--- src/rtl/fifo_read_arbiter_if.sv ---
// -----------------------------------------------------------------------------
// fifo_read_arbiter_if
// Bundle between the audio sample FIFO read side, the consumers and the
// read arbiter.
//
//   req        consumers -> arbiter   per-requester read request (level)
//   fifo_empty FIFO      -> arbiter   FIFO empty flag
//   fifo_rdata FIFO      -> arbiter   read data, valid one cycle after fifo_rd
//   fifo_rd    arbiter   -> FIFO      read strobe, one word per high cycle
//   gnt        arbiter   -> consumers one-hot registered grant
//   rvalid     arbiter   -> consumers one-hot "rdata is yours this cycle"
//   rdata      arbiter   -> consumers returned sample
//   busy       arbiter   -> system    high while a burst is in progress
//
// master: the environment side (FIFO + consumers); slave: the arbiter.
// -----------------------------------------------------------------------------
interface fifo_read_arbiter_if #(
    parameter int NREQ = 4,
    parameter int DW   = 16
);
    logic [NREQ-1:0] req;
    logic            fifo_empty;
    logic [DW-1:0]   fifo_rdata;
    logic            fifo_rd;
    logic [NREQ-1:0] gnt;
    logic [NREQ-1:0] rvalid;
    logic [DW-1:0]   rdata;
    logic            busy;

    modport master (
        output req,
        output fifo_empty,
        output fifo_rdata,
        input  fifo_rd,
        input  gnt,
        input  rvalid,
        input  rdata,
        input  busy
    );

    modport slave (
        input  req,
        input  fifo_empty,
        input  fifo_rdata,
        output fifo_rd,
        output gnt,
        output rvalid,
        output rdata,
        output busy
    );
endinterface

--- src/rtl/fifo_read_arbiter.sv ---
// -----------------------------------------------------------------------------
// fifo_read_arbiter
// Shares the single read port of the audio sample FIFO among NREQ consumers.
// Round-robin grants, each limited to BURST_MAX reads; the arbiter gates the
// FIFO read strobe and tags the returned data with a per-requester valid.
//
// Ports:
//   clk    system clock
//   rst_n  asynchronous active-low reset
//   bus    fifo_read_arbiter_if.slave (req, fifo_empty, fifo_rdata in;
//          fifo_rd, gnt, rvalid, rdata, busy out)
//
// States:
//   state | meaning
//   ------+-------------------------------------------------------------
//   IDLE  | arbitration cycle, gnt=0; picks the next requester after last
//   BURST | one requester granted; reads while its req is high and the
//         | FIFO is not empty, at most BURST_MAX words
// -----------------------------------------------------------------------------
module fifo_read_arbiter #(
    parameter int NREQ      = 4,
    parameter int DW        = 16,
    parameter int BURST_MAX = 4
) (
    input  logic                clk,
    input  logic                rst_n,
    fifo_read_arbiter_if.slave  bus
);

    localparam int LW = (NREQ > 1) ? $clog2(NREQ) : 1;
    localparam int CW = $clog2(BURST_MAX + 1);

    typedef enum logic {
        IDLE  = 1'b0,
        BURST = 1'b1
    } state_t;

    state_t          state_q, state_d;
    logic [NREQ-1:0] gnt_q, gnt_d;
    logic [LW-1:0]   idx_q, idx_d;
    logic [LW-1:0]   last_q, last_d;
    logic [CW-1:0]   left_q, left_d;
    logic [NREQ-1:0] rvalid_q;

    logic            sel_found;
    logic [LW-1:0]   sel_idx;
    logic [LW-1:0]   cand_idx;
    int              cand;
    logic            granted_req;
    logic            rd;

    // Round-robin pick: scan last+1, last+2, ... (mod NREQ).
    always_comb begin
        sel_found = 1'b0;
        sel_idx   = '0;
        cand      = 0;
        cand_idx  = '0;
        for (int i = 1; i <= NREQ; i++) begin
            cand     = (int'(last_q) + i) % NREQ;
            cand_idx = LW'(cand);
            if (!sel_found && bus.req[cand_idx]) begin
                sel_found = 1'b1;
                sel_idx   = cand_idx;
            end
        end
    end

    assign granted_req = |(bus.req & gnt_q);

    // Strobe is gated by state as well as gnt so it drops with the async reset.
    assign rd = (state_q == BURST) && granted_req && !bus.fifo_empty;

    // left_q counts down the reads still allowed in this burst; the burst
    // closes on the read that takes it from 1 to 0, and that read still happens.
    always_comb begin
        state_d = state_q;
        gnt_d   = gnt_q;
        idx_d   = idx_q;
        last_d  = last_q;
        left_d  = left_q;
        case (state_q)
            IDLE: begin
                gnt_d = '0;
                if (sel_found && !bus.fifo_empty) begin
                    state_d        = BURST;
                    gnt_d[sel_idx] = 1'b1;
                    idx_d          = sel_idx;
                    left_d         = CW'(BURST_MAX);
                end
            end
            BURST: begin
                if ((rd && (left_q == CW'(1))) || !granted_req || bus.fifo_empty) begin
                    // last moves only here, so an empty-FIFO cut still rotates
                    state_d = IDLE;
                    gnt_d   = '0;
                    last_d  = idx_q;
                    left_d  = '0;
                end else if (rd) begin
                    left_d = left_q - CW'(1);
                end
            end
            default: begin
                state_d = IDLE;
                gnt_d   = '0;
                left_d  = '0;
            end
        endcase
    end

    always_ff @(posedge clk or negedge rst_n) begin
        if (!rst_n) begin
            state_q  <= IDLE;
            gnt_q    <= '0;
            idx_q    <= '0;
            last_q   <= LW'(NREQ - 1);
            left_q   <= '0;
            rvalid_q <= '0;
        end else begin
            state_q  <= state_d;
            gnt_q    <= gnt_d;
            idx_q    <= idx_d;
            last_q   <= last_d;
            left_q   <= left_d;
            rvalid_q <= {NREQ{rd}} & gnt_q;
        end
    end

    assign bus.fifo_rd = rd;
    assign bus.gnt     = gnt_q;
    assign bus.rvalid  = rvalid_q;
    assign bus.rdata   = bus.fifo_rdata[DW-1:0];
    assign bus.busy    = (state_q == BURST);

endmodule

--- src/flat_wrapper.sv ---
// flat-port wrapper written by rule: the top's interface ports become plain ports
module fifo_read_arbiter_flat 
#(
    parameter int NREQ      = 4,
    parameter int DW        = 16,
    parameter int BURST_MAX = 4
)
  (clk, rst_n, bus_req, bus_fifo_empty, bus_fifo_rdata, bus_fifo_rd, bus_gnt, bus_rvalid, bus_rdata, bus_busy);
  fifo_read_arbiter_if #(.NREQ(NREQ), .DW(DW)) bus_i ();
  input  logic clk;
  input  logic rst_n;
  input wire logic [$bits(bus_i.req)-1:0] bus_req;
  input wire logic [$bits(bus_i.fifo_empty)-1:0] bus_fifo_empty;
  input wire logic [$bits(bus_i.fifo_rdata)-1:0] bus_fifo_rdata;
  output wire logic [$bits(bus_i.fifo_rd)-1:0] bus_fifo_rd;
  output wire logic [$bits(bus_i.gnt)-1:0] bus_gnt;
  output wire logic [$bits(bus_i.rvalid)-1:0] bus_rvalid;
  output wire logic [$bits(bus_i.rdata)-1:0] bus_rdata;
  output wire logic [$bits(bus_i.busy)-1:0] bus_busy;
  assign bus_i.req = bus_req;
  assign bus_i.fifo_empty = bus_fifo_empty;
  assign bus_i.fifo_rdata = bus_fifo_rdata;
  assign bus_fifo_rd = bus_i.fifo_rd;
  assign bus_gnt = bus_i.gnt;
  assign bus_rvalid = bus_i.rvalid;
  assign bus_rdata = bus_i.rdata;
  assign bus_busy = bus_i.busy;
  fifo_read_arbiter #(.NREQ(NREQ), .DW(DW), .BURST_MAX(BURST_MAX)) u_core (.clk(clk), .rst_n(rst_n), .bus(bus_i));
endmodule
--- config.mk ---
export PLATFORM = sky130hd
export DESIGN_NAME = fifo_read_arbiter_flat
export DESIGN_NICKNAME = d
export VERILOG_FILES = /design/src/rtl/fifo_read_arbiter_if.sv /design/src/rtl/fifo_read_arbiter.sv /design/src/flat_wrapper.sv
export SDC_FILE = /design/constraint.sdc
export NUM_CORES = 1
export LEC_CHECK = 0
export CORE_MARGIN = 5
export CORE_UTILIZATION = 41
export DETAILED_ROUTE_END_ITERATION = 10
export PLACE_DENSITY = 0.9
export SYNTH_ARGS = -nofsm -noshare
export SYNTH_HDL_FRONTEND = slang
export SYNTH_SLANG_ARGS = --single-unit
--- constraint.sdc ---
create_clock -name clk -period 3.9 [get_ports clk]
set_input_delay 0.39 -clock clk [delete_from_list [all_inputs] [get_ports clk]]
set_output_delay 0.39 -clock clk [all_outputs]
set_load 0.1 [all_outputs]
== Yosys cells after proc, flatten, opt, wreduce, memory -nomap -nowiden ==
Cells that the tools add are included.
Widths: inputs -> output; s select.
Word-level totals
  register bits: 16
  word-level logic and storage cells: 71
Operators by class
  equal/unequal tests: 4
  reductions and logical operators: 19
  bitwise logic cells: 3
  order comparisons: 6
  muxes and demuxes: 28
  $add $sub $neg: 5
Operators by type and width (count)
  $lt 2x3->1 const B: 5
  $mux 1: 11
  $mux 3: 3
  $and 4x4->4: 2
  $bmux 1 s2: 4
  $logic_and 1x1->1: 8
  $mux 2: 4
  $mux 4: 2
  $pmux 4 s2: 1
  $pmux 3 s2: 1
  $reduce_and 2->1: 3
  $logic_not 1->1: 5
  $add 2x1->2 const B: 2
  $add 2x2->2 const B: 2
  $reduce_or 4->1: 1
  $eq 3x1->1 const B: 1
  $ne 3x3->1 const B: 1
  $sub 3x1->3 const B: 1
  $demux 1 s2: 1
  $ge 2x1->1 const B: 1
  $logic_or 1x1->1: 2
  $ne 2x1->1 const B: 1
  $ne 2x2->1 const B: 1
  $pmux 1 s2: 1
  $not 1->1: 1

== Logic depth before layout (Yosys ltp) ==
Gate-level depths: netlist (run 1).
  word-level depth: 19
  mapped depth: 6

== Least setup slack after synthesis (run 1) ==
No wires, ideal clock.
  path type: flip-flop to output port
  start point: register u_core.gnt_q[2] (netlist: u_core.bus.gnt[2])
  end point: output port bus_fifo_rd
  arrival: 2166 ps
  slack: 1344 ps
  buffers on the path: 0
  cell stages (with the launch flop): 4
  path through: dfrtp_1 a22oi_2 a21oi_2 and2_1
Between the ends
  longest elaborated chain between the ends: 4
RTL lines
  from (decl): line fifo_read_arbiter.sv:39  | logic [NREQ-1:0] gnt_q, gnt_d;
  from (signal assigned): line fifo_read_arbiter.sv:120  | gnt_q <= gnt_d;
  $and 4x4->4: line fifo_read_arbiter.sv:68  | assign granted_req = |(bus.req & gnt_q);
  $reduce_or 4->1: line fifo_read_arbiter.sv:68
  $logic_and 1x1->1 (2 in a row): line fifo_read_arbiter.sv:71  | assign rd = (state_q == BURST) && granted_req && !bus.fifo_empty;
  to (decl): line flat_wrapper.sv:15  | output wire logic [$bits(bus_i.fifo_rd)-1:0] bus_fifo_rd;
No other way between the ends.

== Worst setup path in the final report (run 1) ==
  start point: register u_core.state_q (netlist: u_core.bus.busy)
  end point: output port bus_busy
RTL lines
  from (decl): line fifo_read_arbiter.sv:38  | state_t state_q, state_d;
  from (signal assigned): line fifo_read_arbiter.sv:119  | state_q <= state_d;
  to (decl): line flat_wrapper.sv:19  | output wire logic [$bits(bus_i.busy)-1:0] bus_busy;
No word-level cell between the ends.

==> results of run 1 <==
flip-flops by register name, summed over array words and instances (netlist names):
| signal | flops |
|---|---|
| u_core.idx_q | 2 |
| u_core.left_q | 3 |
| u_core.bus.busy | 1 |
| u_core.bus.rvalid | 4 |
| u_core.bus.gnt | 4 |
| u_core.last_q | 2 |
cells by family after synthesis:
logic type               synth area share, %
AO/OA/AOI/OAI                          18.07
adder cells (fa/ha/maj)                2.717
multiplexers                           5.978
AND/OR/NAND/NOR                        13.18
buffers and inverters                  16.30
flip-flops                             43.75
routing by layer:
metal  wire, um  GRT usage (%)  part of all wire (%)  up-vias
met1        743          12.50                    41      305
met2        856          18.87                    47       32
met4         50          7.947                   2.8        0
met3        168          2.262                   9.2        9
met5          0              0                     0        -
li1           -              -                     -      285
worst paths after layout:
check / to / depth (start not counted)
worst max-delay path: bus_busy / 1
worst min-delay path: u_core.left_q[2] / 1
worst max register to register: u_core.idx_q[0] / 3
worst min register to register: u_core.idx_q[0] / 1
max in group asynchronous: u_core.idx_q[1] / 1
min in group clk: u_core.idx_q[0] / 1
Yosys cell counts:
cell / count
mux2_2: 4
nor4bb_1: 1
a211oi_4: 1
nor2b_1: 2
a21oi_2: 1
a22o_1: 1
a22oi_2: 2
nand3b_1: 1
ha_1: 2
o2bb2ai_1: 2
o21bai_1: 1
nor2_1: 3
nand2_1: 3
o221ai_1: 1
a31o_2: 1
dfrtp_1: 14
buf_4: 16
and3_1: 5
o21ai_0: 2
a21oi_1: 2
a21o_1: 1
a31oi_1: 1
a32o_1: 2
dfstp_2: 2
a21boi_1: 1
and2_1: 1
inv_1: 4
nand2b_1: 4
mux2i_1: 1
or2_1: 1
buf_6: 1
clkbuf_1: 1
layout make-up:
cell class	count	area (um^2)
timing repair buffer	16	157.7
multi-input combinational	47	367.9
sequential	16	402.9
tap	28	35.03
clock buffer	4	36.28
fill	207	1155
inverter	4	15.01
stage by stage:
step / cells / hold slack (ns) / util [%] / area (um^2)
4_1_cts: 115 / 0.5190 / 46.77 / 1015
3_3_place_gp: 111 / 0.4847 / 45.10 / 978.4
6_report: 115 / 0.5170 / 46.77 / 1015
2_1_floorplan: 85 / 0.09441 / - / 920.9
5_1_grt: 115 / 0.5333 / 46.77 / 1015
3_5_place_dp: 111 / 0.4899 / 45.10 / 978.4
report_power, final:
group          total [uW]  switching (uW)  internal (uW)
combinational         209             130           78.8
sequential            244            37.0            207
clock                 108            51.6           56.8
==> results.md, run 1 <==
* Synthesized net count at 110
* Worst-Margin Slew at approximately 1.0 ns
* Clock-pin slew on the worst setup and hold paths at around 0.090 ns
* Crit path largest cell delay at approximately 1.2 ns
* Mapped cell area at around 900 um^2
* Syn_area_per_cell at 10.83 um^2
* I/O Pins at between 40 and 50
* Number of buffers added on ports at 16
* Power, Total at around 560 uW
* Final hold vios at 0
* DRC marker count from the first detailed-route iteration at 15
* Final WS setup at roughly 1.4 ns
* Crit path time final at 2.454 ns
* CP max FO at 12
* Gpl congestion at approximately 0.80
* CTS Hold Bufs at 0
* Htree depth at 1
* Crit path DAT at between 2 and 2.5 ns
* Worst path required time at 3.51 ns
* Synth Instances at 85
* RSZ-0062 raised after global routing: no
* Period utilization at a little over three fifths
* Fraction of layout cells with a size suffix above 1 at a little under a fifth
* First-pass GRT wire length at around 2.9 mm
* Crit end category: output pin
* Most frequent cells in the layout: 15 x clkdlybuf4s50_1, 14 x dfrtp_1, 5 x and3_1
* Type of origin of the critical path: flop
* Num CTS Buffers at 3
* Setup Viol. Count Final at 0
* Synth-to-layout area growth at 10.19%
* Total die area at ~0.0033 mm^2
* Slowest cell on crit path: clkdlybuf4s50_1
* Die Span Y at roughly 57 um
* Synth Warn # at 0
* #FFs+latches synth at 16
* CP startpoint: u_core.bus.busy
* Drt total wl at approximately 1.8 mm
* Nets@finish at 113
* Pins Over Slew Limit at 0
* Sequential area share after synthesis at a little over two fifths
* Setup bufs post-CTS at 0
* R2R Setup Slk at between 2 and 2.5 ns
* Crit Path Category: flop to output pin
* Peak VDD IR at ~0.26 mV
* Most common cell after layout, fill and taps aside: clkdlybuf4s50_1
* Critical path's top delay family: buffers and inverters
* Leak at between 0.0004 and 0.0005 uW
* Initial antenna violation count at 0
* Initial Util at 42.45%
* Detail-routed via count per cell at about 5.5
* CTS resizes at 0
* Critical path cell sequence: clkdlybuf4s50_1
* GRT Total Usage at around 11%
* Worst rel slew slack at between 30 and 40%
* DRC at 0
* Leading area contributor after synthesis: dfrtp_1
* Post-route ant nets at 0
* CTS tree: built
* Skew final at roughly 0.0018 ns
* Dpl ws at ~1.7 ns
* Pwr/cell area at approximately 550 mW/mm^2
* Fmax at 0.4075 GHz
* Max Cap Viol at 0
* Vias in the first global route at 651
* Final setup TNS at 0 ns
* Clock Tree Root: clkbuf_4
* Initial DRT Pass Iterations at 4
* Clock buffer depth at 2
* Bufs and invs on worst path at 1
* Clk sinks at 16
* GRT Residual Overflow at 0
* Worst min-delay path class: input port to async pin
* Die width at 57.39 um
* Reg2reg start: u_core.last_q[1]
* Maximum number of pins on one net before global-route repair at 17
* Clk_lat worst skew at 0.28 ns
* Final HPWL DP at around 1.4 mm
* CORE AREA at ~0.0022 mm^2
* Routed via count at around 630
* Yosys cell types at 32
* Yosys top cell area share at between 30% and 40%
* Status: finished, final reports clean
* Num rows at 17
* N_diodes at 0
* Routed WL per cell at about 16 um
* Synth area leaders: dfrtp_1 38%, buf_4 13%, dfstp_2 5.7%, mux2_2 4.9%, and3_1 3.4%
(Power assumes the default switching activity.)
==> run 2: changes to the inputs <==
--- a/config.mk
+++ b/config.mk
@@ -6,9 +6,9 @@
 export NUM_CORES = 1
 export LEC_CHECK = 0
 export CORE_MARGIN = 5
-export CORE_UTILIZATION = 41
+export CORE_UTILIZATION = 38
 export DETAILED_ROUTE_END_ITERATION = 10
-export PLACE_DENSITY = 0.9
+export PLACE_DENSITY = 0.85
 export SYNTH_ARGS = -nofsm -noshare
 export SYNTH_HDL_FRONTEND = slang
 export SYNTH_SLANG_ARGS = --single-unit
==> constraint.sdc (replaced) <==
create_clock -name clk -period 2.43 [get_ports clk]
set_input_delay 0.243 -clock clk [delete_from_list [all_inputs] [get_ports clk]]
set_output_delay 0.243 -clock clk [all_outputs]
set_load 0.1 [all_outputs]
==> run 2 against run 1 <==
Net effect: highest routed layer unchanged; wire length down 4.6%; largest power group unchanged; sequential share of layout area increased by 0.80 points; global-route usage fell by 0.24 points; clock power grew 33%; clock skew up 0.0052 ns; non-clock buffer count is the same; via count down 2.9%.
==> results.md, run 2 (synthesis gave the netlist of run 1 again) <==
* CTS resizes at 0 (unchanged)
* Most common cell after layout, fill and taps aside: dfrtp_1 (was clkdlybuf4s50_1)
* Initial antenna violation count at 0 (unchanged)
* Post-route ant nets at 0 (unchanged)
* RSZ-0062 raised after global routing: no (unchanged)
* Clk sinks at 16 (unchanged)
* Total die area at 0.003508 mm^2 (was 0.003294 mm^2)
* Slowest cell on crit path: clkdlybuf4s50_1 (unchanged)
* N_diodes at 0 (unchanged)
* Fmax at 0.5511 GHz
* Die Span Y at 59.23 um (was 57.39 um)
* Type of origin of the critical path: input port (was flop)
* Crit end category: output pin (unchanged)
* Fraction of layout cells with a size suffix above 1 at 27.59% (was 18.39%)
* GRT Total Usage at 10.98% (was 11.22%)
* Period utilization at 74.67%
* Clock-pin slew on the worst setup and hold paths at 0.09 ns (about the same)
* Worst rel slew slack at 54.34% (was 33.21%)
* First-pass GRT wire length at 2.973 mm (was 2.904 mm)
* Clock Tree Root: clkbuf_4 (unchanged)
* Maximum number of pins on one net before global-route repair at 17 (unchanged)
* Crit path time final at around 1.8 ns
* Nets@finish at 113 (unchanged)
* CTS tree: built (unchanged)
* Clk_lat worst skew at 0.29 ns (was 0.28 ns)
* Leak at 0.0004489 uW (was 0.0004351 uW)
* Gpl congestion at 0.7912 (was 0.7991)
* Pwr/cell area at 869.4 mW/mm^2 (was 552.9 mW/mm^2)
* Crit path largest cell delay at 0.57 ns (was 1.21 ns)
* Routed WL per cell at 15.09 um (was 15.81 um)
* Power, Total at 864.8 uW (was 561.0 uW)
* Crit path DAT at 1.57 ns (was 2.06 ns)
* Num CTS Buffers at 3 (unchanged)
* Setup Viol. Count Final at 0 (unchanged)
* Setup bufs post-CTS at 0 (unchanged)
* Initial Util at 40.84% (was 42.45%)
* Worst-Margin Slew at 0.6828 ns (was 0.9988 ns)
* CORE AREA at 0.002255 mm^2 (was 0.002170 mm^2)
* Max Cap Viol at 0 (unchanged)
* Die width at 59.23 um (was 57.39 um)
* Initial DRT Pass Iterations at 4 (unchanged)
* CP max FO at 8 (was 12)
* Critical path cell sequence: clkdlybuf4s50_1 -> a22oi_2 -> a21oi_2 -> and2_1 -> buf_12 (was clkdlybuf4s50_1)
* Number of buffers added on ports at 16 (unchanged)
* Most frequent cells in the layout: 14 x dfrtp_1, 9 x buf_4, 6 x clkdlybuf4s50_1 (was 15 x clkdlybuf4s50_1, 14 x dfrtp_1, 5 x and3_1)
* Final HPWL DP at 1.366 mm (was 1.355 mm)
* Final setup TNS at 0 ns (unchanged)
* DRC marker count from the first detailed-route iteration at 21 (was 15)
* Num rows at 17 (unchanged)
* Final core occ at 44.12% (was 46.77%)
* Final hold vios at 0 (unchanged)
* Peak VDD IR at 0.3830 mV (was 0.2569 mV)
* Skew final at 0.007036 ns (was 0.001844 ns)
* DRC at 0 (unchanged)
* Drt total wl at 1.735 mm (was 1.818 mm)
* Worst Hold Slack at 0.3611 ns (was 0.5170 ns)
* Detail-routed via count per cell at 5.330 (was 5.487)
* Htree depth at 1 (unchanged)
* Pins Over Slew Limit at 0 (unchanged)
* Synth-to-layout area growth at 8.016% (was 10.19%)
* Worst path required time at 2.19 ns (was 3.51 ns)
* Status: finished, final reports clean (unchanged)
* Vias in the first global route at 624 (was 651)
* Clock buffer depth at 2 (unchanged)
* Routed via count at 613 (was 631)
* Crit Path Category: input port to output pin (was flop to output pin)
* I/O Pins at 49 (unchanged)
* GRT Residual Overflow at 0 (unchanged)
* CTS Hold Bufs at 0 (unchanged)
* Worst min-delay path class: input port to async pin (unchanged)
[run 2: cell count changes in the layout (fill, tap and decap cells not counted)]
cell / change
clkdlybuf4s50_1: -9
buf_4: +8
buf_12: +1
clkbuf_1: +1
clkbuf_8: -1
[run 2: critical path: cells and delay by family]
family	cells	cell delay (ns)
buffers and inverters	2	0.75
and+or+nand+nor	1	0.21
AOI/OAI and AO/OA	2	0.36
[run 2: worst paths after layout]
check	from	endpoint	slack, ns	depth (start not counted)
worst max-delay path	bus_req[1]	bus_fifo_rd	0.62	5
worst min-delay path	rst_n	u_core.bus.rvalid[1]	0.36	1
worst max register to register	u_core.last_q[1]	u_core.idx_q[0]	0.93	3
worst min register to register	u_core.left_q[1]	u_core.left_q[1]	0.51	1
max in group asynchronous	rst_n	u_core.idx_q[0]	1.63	1
min in group clk	bus_fifo_rdata[1]	bus_rdata[1]	0.49	0
[run 2: layout make-up]
type	count	area, um^2
fill	219	1260
sequential	16	402.9
multi-input combinational	47	367.9
timing repair buffer	16	147.6
tap	28	35.03
clock buffer	4	26.28
inverter	4	15.01
[run 2: power by group]
| group | switching, uW | internal (uW) | total [uW] |
|---|---|---|---|
| combinational | 208 | 124 | 332 |
| sequential | 57.3 | 332 | 389 |
| clock | 80.3 | 63.8 | 144 |
[run 2: metrics by stage]
step	cells	worst slack [ns]	area, um^2
2_1_floorplan	85	0.02104	920.9
3_3_place_gp	111	0.6522	968.4
3_5_place_dp	111	0.6042	968.4
4_1_cts	115	0.6101	994.7
5_1_grt	115	0.5124	994.7
6_report	115	0.6155	994.7
[run 2: layer usage]
layer	wire (um)	track usage (%)	vias up
met5	0	0	-
met4	27	5.825	0
met3	219	3.704	9
met2	801	17.47	29
met1	686	12.93	289
li1	-	-	286
==> run 3: changes to the inputs <==
==> constraint.sdc (replaced) <==
create_clock -name clk -period 1.9 [get_ports clk]
set_input_delay 0.19 -clock clk [delete_from_list [all_inputs] [get_ports clk]]
set_output_delay 0.19 -clock clk [all_outputs]
set_load 0.1 [all_outputs]
==> run 3 against run 2 <==
Net effect: register-to-register slack got worse by 0.53 ns; worst setup slack got worse by 0.42 ns; core utilization increased by 0.78 points.
==> results.md, run 3 (synthesis gave the netlist of run 1 again) <==
* Worst Hold Slack at 0.3346 ns (was 0.3611 ns)
* I/O Pins at 49 (unchanged)
* Vias in the first global route at 601 (was 624)
* Synth-to-layout area growth at 9.918% (was 8.016%)
* Power, Total at 1139 uW (was 864.8 uW)
* Initial DRT Pass Iterations at 4 (unchanged)
* Setup bufs post-CTS at 0 (unchanged)
* CTS resizes at 0 (unchanged)
* Gpl congestion at 0.8410 (was 0.7912)
* Type of origin of the critical path: input port (unchanged)
* Initial antenna violation count at 0 (unchanged)
* Max Cap Viol at 0 (unchanged)
* Worst path required time at 1.71 ns (was 2.19 ns)
* Detail-routed via count per cell at 5.435 (was 5.330)
* Fraction of layout cells with a size suffix above 1 at 35.63% (was 27.59%)
* CP max FO at 8 (unchanged)
* Pwr/cell area at 1125 mW/mm^2 (was 869.4 mW/mm^2)
* Leak at 0.0004482 uW (was 0.0004489 uW)
* Setup Viol. Count Final at 0 (unchanged)
* Clock Tree Root: clkbuf_4 (unchanged)
* CTS tree: built (unchanged)
* Initial Util at 40.84% (unchanged)
* GRT Residual Overflow at 0 (unchanged)
* Clock buffer depth at 2 (unchanged)
* GRT Total Usage at 10.14% (was 10.98%)
* CORE AREA at 0.002255 mm^2 (unchanged)
* Most frequent cells in the layout: 9 x buf_4, 9 x dfrtp_1, 6 x clkdlybuf4s50_1 (was 14 x dfrtp_1, 9 x buf_4, 6 x clkdlybuf4s50_1)
* Dpl ws at 0.1532 ns (was 0.6042 ns)
* Num CTS Buffers at 3 (unchanged)
* Peak VDD IR at 0.4678 mV (was 0.3830 mV)
* Die width at 59.23 um (unchanged)
* Clk_lat worst skew at 0.28 ns (was 0.29 ns)
* Num rows at 17 (unchanged)
* Slowest cell on crit path: clkdlybuf4s50_1 (unchanged)
* Fmax at between 0.5 and 0.6 GHz
* Status: finished, final reports clean (unchanged)
* Critical path's top delay family: buffers and inverters (unchanged)
* Total die area at 0.003508 mm^2 (unchanged)
* Final hold vios at 0 (unchanged)
* Final setup TNS at 0 ns (unchanged)
* First-pass GRT wire length at 2.773 mm (was 2.973 mm)
* Routed via count at 625 (was 613)
* Htree depth at 1 (unchanged)
* Worst-Margin Slew at 0.7202 ns (was 0.6828 ns)
* Number of buffers added on ports at 16 (unchanged)
* Clock-pin slew on the worst setup and hold paths at 0.09 ns (about the same)
* Crit path largest cell delay at 0.57 ns (about the same)
* Period utilization at 89.83%
* Crit path time final at between 1.5 and 2 ns
* CTS Hold Bufs at 0 (unchanged)
* Routed WL per cell at 14.94 um (was 15.09 um)
* Nets@finish at 113 (unchanged)
* Drt total wl at 1.718 mm (was 1.735 mm)
* Skew final at 0.002860 ns (was 0.007036 ns)
* Post-route ant nets at 0 (unchanged)
* Crit path DAT at 1.52 ns (was 1.57 ns)
* Worst rel slew slack at 51.83% (was 54.34%)
* RSZ-0062 raised after global routing: no (unchanged)
* Clk sinks at 16 (unchanged)
* DRC marker count from the first detailed-route iteration at 17 (was 21)
* Maximum number of pins on one net before global-route repair at 17 (unchanged)
* Final WS setup at 0.1933 ns (was 0.6155 ns)
* DRC at 0 (unchanged)
* Die Span Y at 59.23 um (unchanged)
* Final HPWL DP at 1.311 mm (was 1.366 mm)
* Critical path cell sequence: clkdlybuf4s50_1 -> a22oi_2 -> a21oi_2 -> and2_2 -> buf_12 (was clkdlybuf4s50_1 -> a22oi_2 -> a21oi_2 -> and2_1 -> buf_12)
* Crit Path Category: input port to output pin (unchanged)
* Pins Over Slew Limit at 0 (unchanged)
* Worst min-delay path class: input port to async pin (unchanged)
* Bufs and invs on worst path at 2 (unchanged)
* N_diodes at 0 (unchanged)
* Crit end category: output pin (unchanged)
-- run 3: changes by cell type in the layout (fill, tap and decap cells not counted) --
cell      before  now
and2_1         1    0
and2_2         0    1
clkbuf_1       1    0
clkbuf_8       0    1
dfrtp_1       14    9
dfrtp_2        0    5
-- run 3: cell type report --
class | instances | area (um^2)
inverter | 4 | 15.01
timing repair buffer | 16 | 147.6
fill | 208 | 1242
clock buffer | 4 | 36.28
sequential | 16 | 409.1
multi-input combinational | 47 | 369.1
tap | 28 | 35.03
-- run 3: where the power goes --
part           leakage (uW)  switching, uW  internal [uW]  total [uW]
clock             0.0000210            100            116         217
combinational      0.000228            261            159         420
sequential         0.000200           74.4            428         502
total              0.000448            436            704        1140
-- run 3: routing by layer --
layer  global-route usage [%]  up-vias  routed length [um]
met5                        0        -                   0
met4                    4.531        0                  22
met3                    4.139        6                 244
met2                    16.54       29                 753
met1                    11.51      302                 697
li1                         -      288                   -
-- run 3: metrics by stage --
step                utilization (%)  std cells  cell area (um^2)
detailed placement            43.29        111             975.9
global placement              43.29        111             975.9
CTS                           44.89        115              1012
finish                        44.89        115              1012
floorplan                         -         85             928.4
global route                  44.89        115              1012
-- run 3: worst paths after layout --
| path | slack, ns | from | cells past startpoint | endpoint |
|---|---|---|---|---|
| max | 0.19 | bus_req[1] | 5 | bus_fifo_rd |
| min | 0.33 | rst_n | 1 | u_core.bus.rvalid[2] |
| max reg2reg | 0.40 | u_core.last_q[1] | 3 | u_core.idx_q[0] |
| min reg2reg | 0.52 | u_core.left_q[1] | 1 | u_core.left_q[1] |
| max in group asynchronous | 1.06 | rst_n | 1 | u_core.bus.gnt[2] |
| min in group clk | 0.38 | bus_fifo_rdata[11] | 0 | bus_rdata[11] |
==> edit: new RTL, flow settings as in run 2 <==
`BURST_MAX` is set to 4 in 2 places; all go to 8.
--- a/src/rtl/fifo_read_arbiter.sv
+++ b/src/rtl/fifo_read_arbiter.sv
@@ -20,7 +20,7 @@
 module fifo_read_arbiter #(
     parameter int NREQ      = 4,
     parameter int DW        = 16,
-    parameter int BURST_MAX = 4
+    parameter int BURST_MAX = 8
 ) (
     input  logic                clk,
     input  logic                rst_n,
--- a/src/flat_wrapper.sv
+++ b/src/flat_wrapper.sv
@@ -3,7 +3,7 @@
 #(
     parameter int NREQ      = 4,
     parameter int DW        = 16,
-    parameter int BURST_MAX = 4
+    parameter int BURST_MAX = 8
 )
   (clk, rst_n, bus_req, bus_fifo_empty, bus_fifo_rdata, bus_fifo_rd, bus_gnt, bus_rvalid, bus_rdata, bus_busy);
   fifo_read_arbiter_if #(.NREQ(NREQ), .DW(DW)) bus_i ();
Function: changed (a bounded check fails within 10 cycles, from zero or initial values and one cycle with rst_n low).
==> edit against run 2 <==
Sequential cell count rose by 1. Synthesized area rose by 3.7%. Maximum frequency fell by 5.0%. Final area rose by 4.2%. Power rose by 6.2%. Worst setup slack got worse by 96 ps. Routed wire length rose by 6.2%. Clock skew fell by 2.9 ps. Critical path type unchanged. Critical endpoint unchanged.
==> edit: results (changes against run 2) <==
Parameter                              Value

Synthesis
  Top_reg_cell synth    sky130_fd_sc_hd__dfrtp_1 (unchanged)
  Ys async rst share    100% (unchanged)
  Mean Syn Cell Area    10.3 µm² (was 10.8 µm²)
  Mux share of post-synthesis cell area    3.54% (was 5.98%)
  Number of library cell types mapped by synthesis    33 (was 32)
  Leading cell types by total area after synthesis    sky130_fd_sc_hd__dfrtp_1, sky130_fd_sc_hd__buf_4, sky130_fd_sc_hd__dfstp_2 (unchanged)
  Adder and majority gate portion of the synthesized area    2.62% (was 2.72%)
  Most used standard cells in the synthesized netlist    sky130_fd_sc_hd__buf_4, sky130_fd_sc_hd__dfrtp_1, sky130_fd_sc_hd__nand2_1 (was sky130_fd_sc_hd__buf_4, sky130_fd_sc_hd__dfrtp_1, sky130_fd_sc_hd__and3_1)
  Sequential element share of the synthesized area    44.8% (was 43.8%)
  Compound-gate portion of the synthesized area    16.1% (was 18.1%)

Drt
  Vias per Instance    5.37 (was 5.33)
  Routed metal-1 wire length    646 µm (was 686 µm)
  Via total after detailed routing    671 (was 613)
  Top routing layer in use    met4 (unchanged)
  Total length of routed met2 wires    967 µm (was 801 µm)
  Number of violations reported at the end of detailed-routing iteration 0    12 (was 21)
  Routed wirelength normalized by instance count    14.7 µm (was 15.1 µm)
  Total met3 wirelength after detailed routing    164 µm (was 219 µm)

Placement
  Detailed placement HPWL    1430 µm (was 1370 µm)
  Pre-CTS setup slack    501 ps (was 604 ps)
  Post-placement cell area    0.00101 mm² (was 968 µm²)
  GP Congestion    0.780 (was 0.791)
  Number of port buffers    16 (unchanged)

Global route
  Met3 GRT Util    2.16% (was 3.70%)
  Pin count of the biggest net entering global routing    18 (was 17)
  Overall Global Routing Usage    10.9% (was 11.0%)
  Met1 layer usage reported by global route    11.4% (was 12.9%)
  Number of global-route vias before repair    644 (was 624)
  Met2 capacity usage during global routing    18.7% (was 17.5%)
  First-pass GRT wire length    2870 µm (was 2970 µm)
  Antenna violations before repair    0 (unchanged)

Worst setup path
  Arrival time reported for the critical path endpoint    1670 ps (was 1570 ps)
  Delay-heaviest family, CP    buffers and inverters (unchanged)
  Cell type of the slowest stage on the worst timing path    sky130_fd_sc_hd__clkdlybuf4s50_1 (unchanged)
  Worst-path fanout max    11 (was 8)
  Worst path max stage delay    550 ps (was 570 ps)

Status
  Run status    completed (unchanged)

Clocking
  Postcts setup bufs    0 (unchanged)
  Clock-pin slew reported for the worst setup and hold paths after clock tree synthesis    100 ps
  Clk_lat worst skew    290 ps (about the same)
  CTS resizes    0 (unchanged)
  Number of buffers created by CTS    3 (unchanged)
  Buffer cell driving the clock tree root    sky130_fd_sc_hd__clkbuf_4 (unchanged)
  CTS H-tree lvls    1 (unchanged)

Timing
  Worst setup skew after layout    4.13 ps (was 7.04 ps)
  Max transition margin    51.8% (was 54.3%)

Power
  VDD IR max    0.000334 V (was 0.000383 V)
  Static Leakage    0.487 nW (was 0.449 nW)

Layout
  Number of nets in the layout    121 (was 113)
  Layout cell share with drive strength beyond 1    26.3% (was 27.6%)
## edit: changes by cell type after synthesis, sizes merged, moves of 2 or more
cell	run 2	this run
nand2	3	8
nand3	0	3
nand2b	4	2
a21oi	3	5
inv	4	6
nand4	0	2
o311ai	0	2
## edit: worst paths after layout
kind                                    from                 to  slack (ps)  depth (start not counted)
setup / recovery                  bus_req[3]        bus_fifo_rd         520                          5
hold / removal                         rst_n  u_core.bus.gnt[0]         370                          1
setup reg to reg           u_core.bus.gnt[3]   u_core.left_q[2]         850                          4
hold reg to reg              u_core.idx_q[1]    u_core.idx_q[1]         490                          2
max in group asynchronous              rst_n   u_core.left_q[3]        1600                          1
min in group clk           bus_fifo_rdata[0]       bus_rdata[0]         490                          0
## edit: cell type report
| class | count | area (µm²) |
|---|---|---|
| Multi-Input combinational cell | 52 | 373 |
| Sequential cell | 17 | 428 |
| Clock buffer | 3 | 22.5 |
| Timing Repair Buffer | 16 | 148 |
| Fill cell | 229 | 1400 |
| Tap cell | 30 | 37.5 |
| Inverter | 6 | 22.5 |
| Clock inverter | 1 | 5.00 |
## edit: cell families after synthesis
family | after synthesis
compound gates | 19
fa+ha+maj | 2
buf+inv | 24
flops | 17
mux | 3
simple gates | 28
## edit: where the power goes
part / internal (mW) / leakage, nW / switching, mW
registers: 0.353 / 0.220 / 0.0619
clock network: 0.0612 / 0.0177 / 0.0883
logic: 0.126 / 0.249 / 0.229
## edit: through the flow
stage	utilization [%]	hold WS, ps
global placement	41.5	459
global route	42.6	444
CTS	42.6	404
detailed placement	41.5	465
floorplan	-	-52.6
finish	42.6	374
